<file path="src/rtl/ps2_key_entry.sv">
// ps2_key_entry: PS/2 keyboard receiver (scan code set 2) with hex key entry.
//   clk          - system clock
//   reset        - asynchronous active-low reset
//   ps2_clk      - PS/2 clock from keyboard (asynchronous)
//   ps2_data     - PS/2 data from keyboard (asynchronous)
//   key_valid    - one-cycle pulse per accepted make code
//   key_code     - make code of the last accepted key
//   key_ext      - last accepted key was E0-prefixed
//   key_is_hex   - last accepted key is a hex digit
//   key_hex      - nibble value of the last hex key
//   entry_number - 16-bit shifted hex entry, feeds the display
//   frame_err    - one-cycle pulse on parity, stop or timeout error
module ps2_key_entry #(
  parameter int unsigned FILTER_LEN = 8,
  parameter int unsigned TIMEOUT    = 50000
) (
  input  logic        clk,
  input  logic        reset,
  input  logic        ps2_clk,
  input  logic        ps2_data,
  output logic        key_valid,
  output logic [7:0]  key_code,
  output logic        key_ext,
  output logic        key_is_hex,
  output logic [3:0]  key_hex,
  output logic [15:0] entry_number,
  output logic        frame_err
);

  localparam int unsigned FW = $clog2(FILTER_LEN + 1);
  localparam int unsigned TW = $clog2(TIMEOUT + 1);

  typedef enum logic [1:0] {S_IDLE, S_DATA, S_PARITY, S_STOP} state_e;

  logic          clk_s1_q, clk_s2_q, dat_s1_q, dat_s2_q;
  logic          filt_q;
  logic [FW-1:0] filt_cnt_q;
  state_e        state_q;
  logic [2:0]    bit_cnt_q;
  logic [7:0]    shift_q;
  logic          par_q;
  logic [TW-1:0] tmo_q;
  logic          ext_pend_q, brk_pend_q;
  logic          key_valid_q, key_ext_q, key_is_hex_q, frame_err_q;
  logic [7:0]    key_code_q;
  logic [3:0]    key_hex_q;
  logic [15:0]   entry_q, entry_d;

  logic          filt_flip, fall, tmo_hit, stop_seen, frame_ok, frame_bad;
  logic          hex_hit;
  logic [3:0]    hex_val;

  assign key_valid    = key_valid_q;
  assign key_code     = key_code_q;
  assign key_ext      = key_ext_q;
  assign key_is_hex   = key_is_hex_q;
  assign key_hex      = key_hex_q;
  assign entry_number = entry_q;
  assign frame_err    = frame_err_q;

  always_comb begin
    // The filtered level flips on the FILTER_LEN-th consecutive differing sample.
    filt_flip = (clk_s2_q != filt_q) && (filt_cnt_q == FW'(FILTER_LEN - 1));
    fall      = filt_flip && filt_q;
    // A falling edge in the same cycle wins over the timeout.
    tmo_hit   = (state_q != S_IDLE) && !fall && (tmo_q == TW'(TIMEOUT));
    stop_seen = fall && (state_q == S_STOP);
    frame_ok  = stop_seen && dat_s2_q && (^{shift_q, par_q});
    frame_bad = (stop_seen && !frame_ok) || tmo_hit;

    hex_hit = 1'b1;
    hex_val = 4'h0;
    case (shift_q)
      8'h45: hex_val = 4'h0;
      8'h16: hex_val = 4'h1;
      8'h1E: hex_val = 4'h2;
      8'h26: hex_val = 4'h3;
      8'h25: hex_val = 4'h4;
      8'h2E: hex_val = 4'h5;
      8'h36: hex_val = 4'h6;
      8'h3D: hex_val = 4'h7;
      8'h3E: hex_val = 4'h8;
      8'h46: hex_val = 4'h9;
      8'h1C: hex_val = 4'hA;
      8'h32: hex_val = 4'hB;
      8'h21: hex_val = 4'hC;
      8'h23: hex_val = 4'hD;
      8'h24: hex_val = 4'hE;
      8'h2B: hex_val = 4'hF;
      default: hex_hit = 1'b0;
    endcase

    entry_d = entry_q;
    if (hex_hit)               entry_d = {entry_q[11:0], hex_val};
    else if (shift_q == 8'h66) entry_d = {4'h0, entry_q[15:4]};
    else if (shift_q == 8'h76) entry_d = '0;
  end

  always_ff @(posedge clk or negedge reset) begin
    if (!reset) begin
      clk_s1_q     <= 1'b0;
      clk_s2_q     <= 1'b0;
      dat_s1_q     <= 1'b0;
      dat_s2_q     <= 1'b0;
      filt_q       <= 1'b0;
      filt_cnt_q   <= '0;
      state_q      <= S_IDLE;
      bit_cnt_q    <= '0;
      shift_q      <= '0;
      par_q        <= 1'b0;
      tmo_q        <= '0;
      ext_pend_q   <= 1'b0;
      brk_pend_q   <= 1'b0;
      key_valid_q  <= 1'b0;
      key_code_q   <= '0;
      key_ext_q    <= 1'b0;
      key_is_hex_q <= 1'b0;
      key_hex_q    <= '0;
      entry_q      <= '0;
      frame_err_q  <= 1'b0;
    end else begin
      clk_s1_q <= ps2_clk;
      clk_s2_q <= clk_s1_q;
      dat_s1_q <= ps2_data;
      dat_s2_q <= dat_s1_q;

      if (clk_s2_q == filt_q) begin
        filt_cnt_q <= '0;
      end else if (filt_flip) begin
        filt_q     <= clk_s2_q;
        filt_cnt_q <= '0;
      end else begin
        filt_cnt_q <= filt_cnt_q + FW'(1);
      end

      if (state_q == S_IDLE || fall)  tmo_q <= '0;
      else if (tmo_q != TW'(TIMEOUT)) tmo_q <= tmo_q + TW'(1);

      if (tmo_hit) begin
        state_q <= S_IDLE;
      end else if (fall) begin
        case (state_q)
          S_IDLE: if (!dat_s2_q) begin
            state_q   <= S_DATA;
            bit_cnt_q <= '0;
          end
          S_DATA: begin
            shift_q   <= {dat_s2_q, shift_q[7:1]};
            bit_cnt_q <= bit_cnt_q + 3'd1;
            if (bit_cnt_q == 3'd7) state_q <= S_PARITY;
          end
          S_PARITY: begin
            par_q   <= dat_s2_q;
            state_q <= S_STOP;
          end
          default: state_q <= S_IDLE;
        endcase
      end

      // Scan layer sees the completed byte in the stop-edge cycle, so its
      // registered outputs appear one cycle later.
      key_valid_q <= 1'b0;
      frame_err_q <= frame_bad;
      if (frame_ok) begin
        if (shift_q == 8'hE0) begin
          ext_pend_q <= 1'b1;
        end else if (shift_q == 8'hF0) begin
          brk_pend_q <= 1'b1;
        end else if (brk_pend_q) begin
          brk_pend_q <= 1'b0;
          ext_pend_q <= 1'b0;
        end else begin
          key_valid_q <= 1'b1;
          key_code_q  <= shift_q;
          key_ext_q   <= ext_pend_q;
          ext_pend_q  <= 1'b0;
          if (ext_pend_q) begin
            key_is_hex_q <= 1'b0;
          end else begin
            key_is_hex_q <= hex_hit;
            if (hex_hit) key_hex_q <= hex_val;
            entry_q <= entry_d;
          end
        end
      end
    end
  end

endmodule

</file>
<file path="config.mk">
export PLATFORM = sky130hd
export DESIGN_NAME = ps2_key_entry
export DESIGN_NICKNAME = d
export VERILOG_FILES = /design/src/rtl/ps2_key_entry.sv
export SDC_FILE = /design/constraint.sdc
export NUM_CORES = 1
export LEC_CHECK = 0
export CAP_MARGIN = 25
export CORE_ASPECT_RATIO = 1.75
export CORE_MARGIN = 5
export CORE_UTILIZATION = 45
export CTS_BUF_LIST = sky130_fd_sc_hd__clkbuf_4 sky130_fd_sc_hd__clkbuf_8
export DETAILED_ROUTE_END_ITERATION = 8
export PLACE_DENSITY = 0.7
export SYNTH_ARGS = -nofsm -noshare
export SYNTH_HDL_FRONTEND = slang
export SYNTH_SLANG_ARGS = --single-unit
</file>
<file path="constraint.sdc">
create_clock -name clk -period 4.1 [get_ports clk]
set_input_delay 1.025 -clock clk [delete_from_list [all_inputs] [get_ports clk]]
set_output_delay 1.025 -clock clk [all_outputs]
set_load 0.005 [all_outputs]
</file>
-- After elaboration in Yosys (flattened, before gate mapping)
Cells that the tools add are included.
- output and inout port bits: 32
- logic and storage cells: 116
- register bits: 73
- input bits: 4
- equality and inequality tests: 33
- bitwise gates (word level): 6
- mux-type cells: 24
- $add $sub $neg: 3
- reduce and logical (&&, ||, !) cells: 30
- operator list (kind ; number):
    8-bit by 6-bit == test with 1-bit output (second input constant) ; 11
    16-bit two-way mux ; 5
    4-bit one-hot mux with 15 select lines ; 1
    8-bit by 7-bit == test with 1-bit output (second input constant) ; 4
    8-bit by 5-bit == test with 1-bit output (second input constant) ; 3
    16-bit by 1-bit adder with 16-bit output (second input constant) ; 1
    16-bit == test (second input constant) ; 1
    8-bit == test (second input constant) ; 2
    16-bit != test (second input constant) ; 1
    16-bit OR reduction ; 1
    6-bit AND reduction ; 2
    1-bit two-way mux ; 9
    3-bit AND reduction ; 3
    9-bit parity ; 1
    1-bit logical AND ; 8
    2-bit two-way mux ; 4
    4-bit two-way mux ; 2
    4-bit AND reduction ; 2
    2-bit nonzero test ; 4
    3-bit != test (second input constant) ; 2
    1-bit NOT ; 6
    2-bit one-hot mux with 3 select lines ; 1
    3-bit one-hot mux with 2 select lines ; 1
    2-bit AND reduction ; 3
    other kinds (14) ; 18

-- Longest topological paths before layout
Gate-level depths: netlist of the first run.
- word-level depth: 9
- depth in mapped cells: 10
- mapped depth without buffers: 8

-- Worst setup path before layout of the first run
OpenSTA, ideal clock, no wires.
- path kind: register to register
- from: register filt_cnt_q[0]
- to: register entry_q[10], in the netlist entry_number[10]
- arrival: 2.259 ns
- required time: 3.975 ns
- path buffers: 3
- library setup time: 0.125 ns
- slack: 1.716 ns
- cell stages (with the launch flop): 11
- period minus slack after synthesis: 2.384 ns
- cell sequence: dfrtp_1 -> ha_1 -> and3b_1 -> and3b_1 -> clkbuf_1 -> and3_1 -> and3_1 -> o211a_1 -> buf_6 -> buf_12 -> mux2_4
- word-level cells in the longest chain between the ends: 7
- RTL lines (item ; line ; text):
    start, declared ; 37 ; logic [FW-1:0] filt_cnt_q;
    start signal, assigned ; 133 ; filt_cnt_q <= filt_cnt_q + FW'(1);
    4-bit by 3-bit == test with 1-bit output ; 63 ; filt_flip = (clk_s2_q != filt_q) && (filt_cnt_q == FW'(FILTER_LEN - 1));
    1-bit logical AND ; 63 ;
    1-bit logical AND ; 64 ; fall = filt_flip && filt_q;
    1-bit logical AND ; 67 ; stop_seen = fall && (state_q == S_STOP);
    1-bit logical AND (2 in series) ; 68 ; frame_ok = stop_seen && dat_s2_q && (^{shift_q, par_q});
    6-bit AND reduction (no line) ; - ;
    end signal, assigned ; 182 ; entry_q <= entry_d;
    end, declared ; 47 ; logic [15:0] entry_q, entry_d;
No other way between the ends.
A chain may end at the register's enable or synchronous reset.

-- Final worst setup path of the first run
- from: register shift_q[4]
- to: register entry_q[5], in the netlist entry_number[5]
- word-level cells in the longest chain between the ends: 5
- elaborated cells on any way between the ends: 30
- those cells by class: eq/ne (20); mux (3); bitwise (2); reduce/logical (5)
- RTL lines (item ; line ; text):
    start, declared ; 40 ; logic [7:0] shift_q;
    start signal, assigned ; 148 ; shift_q <= {dat_s2_q, shift_q[7:1]};
    8-bit by 6-bit == test with 1-bit output (tied with other cells) ; 73 ; case (shift_q)
    16-bit OR reduction (no line) ; - ;
    1-bit two-way mux ; 73 ;
    3-bit nonzero test (no line) ; - ;
    6-bit AND reduction (no line) ; - ;
Several ways; a longest one is shown, not always the timed one.

==> results of run 1 <==
## where the power goes
part | internal [mW] | total [mW] | leakage, nW | switching [mW]
Sequential | 0.737 | 0.753 | 1.01 | 0.0155
Clock | 0.353 | 0.624 | 0.114 | 0.271
Combinational | 0.0224 | 0.0539 | 0.810 | 0.0315
## metal layers
metal	vias up	GRT usage, %	share of wire (%)
met1	1399	17.6	40
met5	-	0	0
li1	1335	-	-
met2	48	27.6	54
met3	18	4.01	3.1
met4	0	7.99	3.0
## cells in the mapped netlist (7+ instances only)
cell,count
nand3_1,10
xnor2_1,11
o21ai_0,14
nor2_1,25
ha_1,9
a22o_1,9
clkbuf_1,9
mux2_2,27
mux2i_1,8
a21oi_1,13
nor2b_1,7
dfrtp_1,73
and3_1,10
inv_1,16
nand2_1,24
xor2_1,7
## layout by cell type, fill, tap and decap left out, types with 3 or more instances in the layout
cell type / instances
dfrtp_1: 73
clkdlybuf4s50_1: 34
mux2_2: 27
nor2_1: 25
nand2_1: 24
inv_1: 16
o21ai_0: 14
a21oi_1: 13
xnor2_1: 11
and3_1: 10
nand3_1: 10
a22o_1: 9
ha_1: 9
clkbuf_8: 9
mux2i_1: 8
nor2b_1: 7
xor2_1: 7
nor3_1: 6
nand4_1: 6
nor3b_1: 5
or3_1: 5
and3b_1: 4
mux2_4: 4
nand2b_1: 3
nor4b_1: 3
o22ai_1: 3
## cells by family (layout without fill, tap and decap cells)
| family | after synthesis | in the layout | share of synthesized area [%] |
|---|---|---|---|
| xor+xnor | 20 | 20 | 5.07 |
| mux | 39 | 39 | 11.5 |
| compound gates | 58 | 58 | 10.2 |
| fa+ha+maj | 9 | 9 | 2.91 |
| buf+inv | 39 | 67 | 5.10 |
| simple gates | 125 | 125 | 18.1 |
| flops | 73 | 73 | 47.1 |
## state kept, by name (all words and copies together) (netlist names)
name	count
clk_s1_q	1
bit_cnt_q	3
key_valid	1
state_q	2
dat_s2_q	1
filt_cnt_q	4
tmo_q	16
brk_pend_q	1
key_hex	4
key_is_hex	1
filt_q	1
key_code	8
key_ext	1
clk_s2_q	1
entry_number	16
shift_q	8
dat_s1_q	1
ext_pend_q	1
par_q	1
frame_err	1
## stage by stage
stage	instance area [um^2]	power (mW)
after floorplan	3880	0.796
after global routing	4450	1.50
after global placement	4230	0.818
after detailed placement	4230	0.823
after CTS	4450	1.46
final	4450	1.43
## area by class of cell
type | instances | area [um^2] | area share [%]
clock buffers | 10 | 131 | 2.95
clock inverters | 6 | 91.3 | 2.05
inverters | 16 | 60.1 | 1.35
multi-input cells | 251 | 1850 | 41.6
flip-flops and latches | 73 | 1830 | 41.0
well taps | 115 | 144 | 3.23
repair buffers | 35 | 348 | 7.81
## final timing paths
path	start	depth (start not counted)	slack [ps]	end
worst max-delay path	shift_q[4]$_DFFE_PN0P_	6	940	entry_number[5]$_DFFE_PN0P_
max in group asynchronous	reset	1	2690	tmo_q[0]$_DFFE_PN0N_
min in group asynchronous	reset	1	790	filt_cnt_q[1]$_DFF_PN0_
worst min register to register	clk_s1_q$_DFF_PN0_	0	350	clk_s2_q$_DFF_PN0_
worst min-delay path	clk_s1_q$_DFF_PN0_	0	350	clk_s2_q$_DFF_PN0_
worst max register to register	shift_q[4]$_DFFE_PN0P_	6	940	entry_number[5]$_DFFE_PN0P_
## worst max-delay path: stages (launching register included)
cell	delay (ps)
dfrtp_1	640
or3b_2	590
nor4_2	340
a211oi_2	100
nand2_2	270
o211a_1	690
mux2_2	410
==> flow_summary.yaml, run 1 <==
outcome:
  run_status: "finished clean"
power:
  power.density_mw_per_mm2: 321
  vdd.ir_drop.worst_v: 0.000240
  leakage_nw: 1.93
clock_tree:
  path_clk_slew_ps: 70
  h_tree_levels: 3
  cts_buffers: 9
  ctsLongestPathBuffers: 2
  clock-sinks: 73
  cts_setup_buffers: 0
  clock-root-buffer: "clkbuf_8"
  cts.repair.resized: 0
  hold_fix_buffers_at_cts: 0
  clk_latency_ps: 350
  cts_tree: "done"
timing:
  final.min_clock_period_ps: 3160
  layout_setup_ws_ps: 939
  finalMaxSlewViolations: 0
  rsz0062_at_grt: "no"
  worst_slew_margin_rel_pct: 38.8
  fin_tns_setup_ps: 0
  holdWs_ps: 352
  period_share_pct: 77.1
  slew_of_the_pin_with_the_lowest_slew_margin_ps: 918
  finalHoldViolCount: 0
  clock.fmax_mhz: 316
  final.setup_skew_ps: 11.4
  final-setup-viol-count: 0
yosys:
  ys.warnings.count: 0
  postSynthAreaPerCell_um2: 10.7
  synth.area.top_cells: "dfrtp_1 (47%), mux2_2 (7.8%), ha_1 (2.9%)"
  synth_ff_type: "dfrtp_1"
  synth_top_area_share_pct: 47.1
  synth_cell_types: 58
  synth_edf_count: 0
  synthesis.area_mm2: 0.00388
  syn-num-nets: 376
  seq_area_frac_synth_pct: 47.1
  async_flop_share_pct: 100
  synth_cells: 363
  synth-seq-cells: 73
  synth_top_area_cell: "dfrtp_1"
floorplanning:
  core_mm2: 0.00837
  boundaryPins: 36
  floorplan.rows: 44
  initial_core_util_pct: 46.3
  floorplan.die.height_um: 133
  chipWidth_um: 80.2
  die-area_mm2: 0.0106
critical_path:
  critPathCaptureType: "flip-flop"
  critical_path_peak_fanout: 25
  required_ps: 4330
  critPathKind: "flip-flop to flip-flop"
  cp_data_arrival_time_ps: 3400
  cp-start-kind: "flip-flop"
global_route:
  global_route_wire_length_before_repair_um: 13400
  grt-ovfl-total: 0
  antenna_found_initial: 0
  pin_count_of_the_biggest_net_entering_global_routing: 74
  groute.usage.overall_pct: 15.9
  grt_pass1_vias: 2845
placed_design:
  gp_routability_congestion: 0.820
  port_buffers: 35
  post_place_cells: 490
  placement.setup.worst_slack_ps: 951
  dp_hpwl_um: 5560
layout:
  finish.cell_count_without_fillers: 506
  finalCoreUtilization_pct: 53.2
  design.final.nets: 399
  flow.area_growth_from_synthesis_pct: 14.9
  antennaDiodeCount: 0
  layout-drive-gt1-share_pct: 13.8
  fill_cells: 786
drt:
  drt_pre_antenna_iters: 4
  route.detailed.drc: 0
  routed_vias_inst: 5.53
  detail_route.wl_per_cell_um: 15.5
  vias: 2800
  detailedRoute.firstIterationViolations: 146
  route.antenna.remaining_nets: 0
  detail_route.wirelength_um: 7820
flow_run:
  maxCapViolCount: 0
hold_path:
  hp-class: "flip-flop to flip-flop"
No activity file was read; power rests on OpenSTA's default activity.
==> run 2, diff against run 1 <==
- PLACE_DENSITY: 0.7 -> 0.73
- clock period: 4.1 -> 2.7 ns (I/O delays scaled with it)
==> flow_summary.yaml, run 2 (same netlist as run 1, synthesis figures left out) <==
floorplanning:
  floorplan.die.height_um: 133
  floorplan.rows: 44
  core_mm2: 0.00837
  initial_core_util_pct: 46.3
  die-area_mm2: 0.0106
  chipWidth_um: 80.2
  boundaryPins: 36
timing:
  worst_slew_margin_rel_pct: 51.7
  final.min_clock_period_ps: 2450
  layout_setup_ws_ps: 247
  finalHoldViolCount: 0
  finalMaxSlewViolations: 0
  slew_of_the_pin_with_the_lowest_slew_margin_ps: 725
  final.setup_skew_ps: 13.0
  period_share_pct: 90.8
  fin_tns_setup_ps: 0
  rsz0062_at_grt: "no"
  final-setup-viol-count: 0
  clock.fmax_mhz: 408
clock_tree:
  cts_tree: "done"
  cts_setup_buffers: 0
  ctsLongestPathBuffers: 2
  hold_fix_buffers_at_cts: 0
  clock-root-buffer: "clkbuf_8"
  clock-sinks: 73
  h_tree_levels: 3
  cts.repair.resized: 0
  clk_latency_ps: 340
  cts_buffers: 9
  path_clk_slew_ps: 80
power:
  vdd.ir_drop.worst_v: 0.000301
  leakage_nw: 1.99
  p_comb_share_pct: 4.2
  power.sequential.fraction_pct: 57.6
  power.density_mw_per_mm2: 436
  netSwitchingPower_mw: 0.483
  power.clock.fraction_pct: 38.2
  p_int_mw: 1.50
  swShare_pct: 24.4
critical_path:
  worst_path_max_delay_cell: "dfrtp_1"
  r2r.worst_path.cells: 7
  reg2reg_setup_slack_ps: 250
  required_ps: 2930
  critical_path.max_stage_delay_ps: 470
  ordered_cell_list_for_the_critical_path: "xor2_1 > xnor3_1 > xnor2_2 > and3_1 > o211a_1 > buf_12 > mux2_2"
  critical_path_peak_fanout: 16
  path_depth: 7
  cp-start-kind: "flip-flop"
  timing.critical_path.buf_inv: 1
  cp_data_arrival_time_ps: 2680
  critPathKind: "flip-flop to flip-flop"
  critPathCaptureType: "flip-flop"
  crit_family: "XOR/XNOR gates"
global_route:
  pin_count_of_the_biggest_net_entering_global_routing: 74
  grt-ovfl-total: 0
  global_route_wire_length_before_repair_um: 13000
  antenna_found_initial: 0
  grt_pass1_vias: 2721
  groute.usage.overall_pct: 15.3
layout:
  final_cell_mix: "dfrtp_1 (73), clkdlybuf4s50_1 (34), mux2_2 (27), nor2_1 (25), nand2_1 (24)"
  layout_commonest_cell: "dfrtp_1"
  flow.area_growth_from_synthesis_pct: 17.4
  fill_cells: 757
  antennaDiodeCount: 0
  layout-drive-gt1-share_pct: 17.2
  design.final.nets: 415
  finish.cell_count_without_fillers: 522
drt:
  vias: 2822
  detailedRoute.firstIterationViolations: 138
  routed_vias_inst: 5.41
  detail_route.wirelength_um: 7800
  route.antenna.remaining_nets: 0
  route.detailed.drc: 0
  detail_route.wl_per_cell_um: 14.9
  drt_pre_antenna_iters: 4
flow_run:
  maxCapViolCount: 0
placed_design:
  dp_hpwl_um: 5590
  post_place_cells: 506
  gp_routability_congestion: 0.831
  placement.setup.worst_slack_ps: 246
  port_buffers: 35
outcome:
  run_status: "finished clean"
hold_path:
  hp-class: "input port to async pin"
==> run 2: changes by cell type in the layout (fill, tap and decap cells not counted) <==
cell and change:
buf_12 +2, buf_2 +1, buf_4 +13, inv_6 -1
clkinvlp_4 +3, bufinv_16 -2
==> run 2: per-layer routing <==
layer  wire length [um]  up-vias  global-route usage (%)
met2               4130       45                    26.6
met4                259        0                    8.08
met1               3220     1384                    17.4
met5                  0        -                       0
li1                   -     1375                       -
met3                184       18                    2.93
==> run 2: cell type report <==
| class | instances | area, um^2 | area share [%] |
|---|---|---|---|
| clock inverters | 6 | 45.0 | 0.990 |
| multi-input cells | 251 | 1850 | 40.7 |
| clock buffers | 10 | 131 | 2.89 |
| well taps | 115 | 144 | 3.16 |
| repair buffers | 51 | 490 | 10.8 |
| flip-flops and latches | 73 | 1830 | 40.2 |
| inverters | 16 | 60.1 | 1.32 |
==> run 2: power by group through the flow <==
stage | Sequential, mW | Combinational, mW | Clock [mW]
global route | 1.15 | 0.100 | 0.833
CTS | 1.14 | 0.0867 | 0.786
floorplan | 1.16 | 0.0490 | 0
finish | 1.14 | 0.0834 | 0.759
global placement | 1.16 | 0.0848 | 0
detailed placement | 1.16 | 0.0856 | 0
==> run 2: path summary, 6_finish.rpt <==
check,from,to
setup / recovery,shift_q[6]$_DFFE_PN0P_,entry_number[4]$_DFFE_PN0P_
hold / removal,reset,tmo_q[15]$_DFFE_PN0N_
setup reg to reg,shift_q[6]$_DFFE_PN0P_,entry_number[4]$_DFFE_PN0P_
hold reg to reg,clk_s1_q$_DFF_PN0_,clk_s2_q$_DFF_PN0_
max in group asynchronous,reset,bit_cnt_q[1]$_DFFE_PN0P_
min in group clk,clk_s1_q$_DFF_PN0_,clk_s2_q$_DFF_PN0_
==> run 2: stage by stage <==
stage	area, um^2	hold slack, ps	total power [mW]	util [%]
floorplan	3880	331	1.21	-
global placement	4370	335	1.25	52.3
detailed placement	4370	335	1.25	52.3
CTS	4550	346	2.02	54.4
global route	4550	361	2.08	54.4
finish	4550	335	1.98	54.4
